$ cat config.mk
export PLATFORM = sky130hd
export DESIGN_NAME = scan_sequencer
export DESIGN_NICKNAME = d
export VERILOG_FILES = /design/src/rtl/scan_pkg.sv /design/src/rtl/scan_sequencer_rr_next.sv /design/src/rtl/scan_sequencer.sv
export SDC_FILE = /design/constraint.sdc
export NUM_CORES = 1
export LEC_CHECK = 0
export BUFFER_PORTS_ARGS = -buffer_cell sky130_fd_sc_hd__buf_2
export CAP_MARGIN = 20
export CORE_MARGIN = 2
export CORE_UTILIZATION = 35
export DETAILED_ROUTE_END_ITERATION = 10
export SLEW_MARGIN = 20
export SYNTH_ARGS = -nofsm -noshare
export SYNTH_HDL_FRONTEND = slang
export SYNTH_SLANG_ARGS = --single-unit
export TNS_END_PERCENT = 1
$ cat constraint.sdc
create_clock -name clk -period 6.5 [get_ports clk]
set_clock_uncertainty 0.2 [all_clocks]
set_input_delay 1.3 -clock clk [delete_from_list [all_inputs] [get_ports clk]]
set_output_delay 1.3 -clock clk [all_outputs]
set_load 0.005 [all_outputs]
$ cat src/rtl/scan_pkg.sv
// ---------------------------------------------------------------------------
// scan_pkg
// Shared definitions for the scan sequencer: FSM state encoding, the number
// of scanned channels and the width of a channel index.
// ---------------------------------------------------------------------------
package scan_pkg;

    localparam int SCAN_CH    = 4;
    localparam int SCAN_IDX_W = 2;

    typedef enum logic [1:0] {
        IDLE   = 2'd0,
        ACTIVE = 2'd1,
        GAP    = 2'd2
    } scan_state_t;

endpackage

$ cat src/rtl/scan_sequencer_rr_next.sv
// ---------------------------------------------------------------------------
// rr_next
// Combinational round-robin channel search.
//   mask : per-channel enable, bit i set means channel i may be visited
//   from : channel the search is anchored on
//   incl : 1 = scan from, from+1, from+2, from+3
//          0 = scan from+1, from+2, from+3, from
//   idx  : first enabled channel in scan order (from when none is found)
//   any  : at least one mask bit is set
// ---------------------------------------------------------------------------
module rr_next
    import scan_pkg::*;
(
    input  logic [SCAN_CH-1:0]    mask,
    input  logic [SCAN_IDX_W-1:0] from,
    input  logic                  incl,
    output logic [SCAN_IDX_W-1:0] idx,
    output logic                  any
);

    logic [SCAN_IDX_W-1:0] cand_s;

    // Walk the scan order backwards so the earliest candidate is the last
    // one written; index arithmetic wraps naturally in two bits.
    always_comb begin
        idx    = from;
        any    = 1'b0;
        cand_s = from;
        for (int k = SCAN_CH - 1; k >= 0; k--) begin
            cand_s = from + SCAN_IDX_W'(k) + (incl ? 2'd0 : 2'd1);
            if (mask[cand_s]) begin
                idx = cand_s;
                any = 1'b1;
            end else begin
                idx = idx;
            end
        end
    end

endmodule

$ cat src/rtl/scan_sequencer.sv
// ---------------------------------------------------------------------------
// scan_sequencer
// Walks a decoder2to4 {E, A} pair across the enabled channels in round-robin
// order. Each visited channel is enabled for PRESCALE cycles, followed by
// BLANK cycles with the enable low (no gap when BLANK = 0).
//   clk        : clock, rising edge
//   rst        : asynchronous active-high reset
//   run        : scan enable, level sensitive
//   mask       : per-channel visit enable
//   sel        : channel index / decoder A (registered)
//   en         : decoder E, high only inside an active slot (registered)
//   slot_start : one-cycle pulse in the first cycle of each slot (registered)
// ---------------------------------------------------------------------------
module scan_sequencer
    import scan_pkg::*;
#(
    parameter int PRESCALE = 4,
    parameter int BLANK    = 1
) (
    input  logic                  clk,
    input  logic                  rst,
    input  logic                  run,
    input  logic [SCAN_CH-1:0]    mask,
    output logic [SCAN_IDX_W-1:0] sel,
    output logic                  en,
    output logic                  slot_start
);

    localparam int MAX_DWELL = (PRESCALE > BLANK) ? PRESCALE : BLANK;
    localparam int CW        = $clog2(MAX_DWELL + 1);
    localparam logic [CW-1:0] ACT_LOAD = CW'(PRESCALE - 1);
    localparam logic [CW-1:0] GAP_LOAD = (BLANK > 0) ? CW'(BLANK - 1) : '0;

    scan_state_t           state_r, state_s;
    logic [SCAN_IDX_W-1:0] sel_r, sel_s;
    logic                  en_r, en_s;
    logic                  ss_r, ss_s;
    logic [CW-1:0]         cnt_r, cnt_s;

    logic [SCAN_IDX_W-1:0] rr_idx_s;
    logic                  rr_any_s;
    logic                  incl_s;

    // From IDLE the current channel itself is a valid first choice; once
    // scanning, the search starts after the channel just served.
    assign incl_s = (state_r == IDLE);

    rr_next u_rr_next (
        .mask (mask),
        .from (sel_r),
        .incl (incl_s),
        .idx  (rr_idx_s),
        .any  (rr_any_s)
    );

    // Next-state and next-output logic; run has priority over mask.
    always_comb begin
        state_s = state_r;
        sel_s   = sel_r;
        en_s    = en_r;
        ss_s    = 1'b0;
        cnt_s   = (cnt_r != '0) ? (cnt_r - CW'(1)) : '0;

        if (!run) begin
            state_s = IDLE;
            en_s    = 1'b0;
            cnt_s   = '0;
        end else begin
            case (state_r)
                IDLE: begin
                    if (rr_any_s) begin
                        state_s = ACTIVE;
                        sel_s   = rr_idx_s;
                        en_s    = 1'b1;
                        ss_s    = 1'b1;
                        cnt_s   = ACT_LOAD;
                    end else begin
                        en_s    = 1'b0;
                        cnt_s   = '0;
                    end
                end
                ACTIVE: begin
                    if (mask == 4'b0000) begin
                        state_s = IDLE;
                        en_s    = 1'b0;
                        cnt_s   = '0;
                    end else if ((cnt_r == '0) || !mask[sel_r]) begin
                        // Slot over, either by dwell expiry or because its
                        // own channel was masked off.
                        if (BLANK > 0) begin
                            state_s = GAP;
                            en_s    = 1'b0;
                            cnt_s   = GAP_LOAD;
                        end else begin
                            state_s = ACTIVE;
                            sel_s   = rr_idx_s;
                            en_s    = 1'b1;
                            ss_s    = 1'b1;
                            cnt_s   = ACT_LOAD;
                        end
                    end else begin
                        en_s    = 1'b1;
                    end
                end
                GAP: begin
                    if (cnt_r == '0) begin
                        // mask is only consulted here, at the gap exit.
                        if (rr_any_s) begin
                            state_s = ACTIVE;
                            sel_s   = rr_idx_s;
                            en_s    = 1'b1;
                            ss_s    = 1'b1;
                            cnt_s   = ACT_LOAD;
                        end else begin
                            state_s = IDLE;
                            en_s    = 1'b0;
                            cnt_s   = '0;
                        end
                    end else begin
                        en_s    = 1'b0;
                    end
                end
                default: begin
                    state_s = IDLE;
                    en_s    = 1'b0;
                    cnt_s   = '0;
                end
            endcase
        end
    end

    // State, dwell counter and output registers.
    always_ff @(posedge clk or posedge rst) begin
        if (rst) begin
            state_r <= IDLE;
            sel_r   <= '0;
            en_r    <= 1'b0;
            ss_r    <= 1'b0;
            cnt_r   <= '0;
        end else begin
            state_r <= state_s;
            sel_r   <= sel_s;
            en_r    <= en_s;
            ss_r    <= ss_s;
            cnt_r   <= cnt_s;
        end
    end

    assign sel        = sel_r;
    assign en         = en_r;
    assign slot_start = ss_r;

endmodule

==> reports/metrics.cfg <==
[cells_and_area]
syn_to_final_growth_pct=15.7
design_area_um2=738
antenna_cells=0
fin_util_pct=42.8
nets=88
drive_gt1_share_pct=26.6

[critical_path]
crit_end=sel[0]
critPathLaunchType=flop
r2r-end=sel[0]
worst-path-max-fanout=12
crit_start=state_r[0]
cp.required_ns=6.46
worstPathArrival_ns=2.65
reg2reg_slack_ns=3.81
cp-end-kind=flop
path_class=flop to flop
reg2reg_depth=7
r2r-start=state_r[0]

[yosys]
synthDistinctLibCells=37
synthesis.nets=75
syn_area_per_cell_um2=9.52
yosys.cell_count.top_type=dfrtp_1
synth_top_area_share_pct=35.3
ys_top_cells_by_count=9 x dfrtp_1, 4 x a21oi_1
ys.flop_type=dfrtp_1
synthTopCellsByArea=dfrtp_1 35%, mux2i_1 4.7%, mux4_1 4.1%
netlist_area_um2=638
synth_edf_count=0
async_reset_ff_share_pct=100
ys_warn_count=0
synth_cells=67
ys_ff_latch=9
ys_seq_area_share_pct=35.3
yosysTopAreaCell=dfrtp_1

[timing]
slew_headroom_pct=61.1
worstMarginPinSlew_ns=0.578
drv_slew=0
min_period_over_period_pct=41.4
fin_crit_ns=2.69
hold_viol=0
fmax_ghz=0.372
rsz0062_at_grt=no
fin_ws_ns=3.81
setup_violations=0
finalSetupTns_ns=0

[floorplan]
core_um2=1730
core.rowCount=15
dieHeight_um=46.7
start_util_pct=37.0
die_area_um2=2180
ioPinCount=11
die_w_um=46.7

[pwr]
swShare_pct=43.0
internal-power_w=0.000178
switching_power_w=0.000134
power_leakage_nw=0.319
power_density_nw_per_um2=422
pwr-share-comb_pct=55.7
clock_power_share_pct=14.2
seq_power_share_pct=30.1
max-vdd-ir-drop_uv=188

[routing]
drcViolationCount=0
drtIter0Drc=19
avgRoutedWirePerCell_um=13.6
vias_per_cell=5.51
drtPass1Iterations=4
wl_mm=1.42
final_antenna_net_count=0
dr_total_vias=573

[cts]
h-tree-depth=1
clock_latency_ns=0.27
postCtsSetupRepairBufs=0
clk_path_buf_depth=2
numClockSinks=9
cts.repair.resized=0
cts_hold_buf=0
clkSlewWorstSetupHoldPaths_ns=0.07
clockRootBuffer=clkbuf_4
cts_tree=done
cts_buffers=3

[outcome]
outcome=finished clean

[global_routing]
grt.overflow.total=0
grt_pass1_wl_mm=2.46
grt_antenna_before_repair=0
first_global_vias=515
grt_max_degree=13
grtUsageTotal_pct=16.7

[placement]
place_area_um2=711
numPortBuffers=10
routabilityCongestion=0.720
hpwlAfterDp_mm=1.01
post-place-ws_ns=3.59

[hold_path]
hp-class=flop to flop

[job]
drv_cap=0

final cells by class:
type	instances	area (um2)
fill	177	988
inverter	3	11.3
clock inverter	1	5.00
clock buffer	3	22.5
timing repair buffer	10	50.0
sequential	9	225
tap	25	31.3
multi-input combinational	53	393
placed cells by master, fill, tap and decap left out, types with 2 or more instances in the layout:
master	netlist	final
a211oi_1	2	2
a21oi_1	4	4
and2_1	3	3
buf_2	1	10
clkbuf_4	0	3
dfrtp_1	9	9
inv_1	3	3
mux2i_1	3	3
nand2_1	3	3
nand2b_1	2	2
nand3b_1	2	2
nor2_1	3	3
nor3_1	2	2
nor4_1	2	2
o211ai_1	2	2
o21ai_0	3	3
or2_2	2	2
sequential cells by signal (all words and copies together), names as in the netlist:
register    cells
state_r         2
cnt_r           3
en              1
sel             2
slot_start      1
metal layers:
layer  vias up  routed length (um)  track usage (%)  share of wire (%)
met3         5                  62             7.06                4.4
met4         0                  21             6.67                1.5
met2        16                 652             23.1                 46
li1        278                   -                -                  -
met5         -                   0                0                  0
met1       274                 680             23.1                 48
per-stage QoR:
step | hold WS (ns) | total power (W) | cells
global placement | 0.353 | 0.000263 | 100
floorplan | 0.327 | 0.000227 | 67
global route | 0.407 | 0.000340 | 104
detailed placement | 0.367 | 0.000265 | 100
finish | 0.382 | 0.000311 | 104
CTS | 0.383 | 0.000311 | 104
power by group through the flow:
stage	clock network, W	registers (W)	logic (W)
2_1_floorplan	0	0.0000885	0.000138
3_3_place_gp	0	0.0000938	0.000169
3_5_place_dp	0	0.0000943	0.000170
4_1_cts	0.0000462	0.0000936	0.000171
5_1_grt	0.0000495	0.0000965	0.000194
6_report	0.0000443	0.0000938	0.000173
logic make-up (layout without fill, tap and decap cells):
family	after synthesis	after routing	synth area share [%]
compound gates	21	21	23.1
xor+xnor	2	2	2.75
fa+ha+maj	1	1	1.96
buf+inv	5	17	3.14
flops	9	9	35.3
mux	5	5	10.6
simple gates	24	24	23.1
worst min path at each step:
stage                         from        to  slack, ns  cells past startpoint
after floorplan           cnt_r[2]  cnt_r[2]       0.33                      2
after global routing      cnt_r[2]  cnt_r[2]       0.41                      2
final                     cnt_r[2]  cnt_r[2]       0.38                      2
after global placement    cnt_r[2]  cnt_r[2]       0.35                      2
after CTS                 cnt_r[2]  cnt_r[2]       0.38                      2
after detailed placement  cnt_r[2]  cnt_r[2]       0.37                      2
critical path: stages (launching register included):
cell      delay, ns
dfrtp_1        0.50
or2_2          0.35
ha_1           0.49
mux2i_1        0.33
nand2b_1       0.08
o211ai_1       0.16
a211oi_1       0.10
o32a_1         0.35
(Power assumes the default switching activity.)
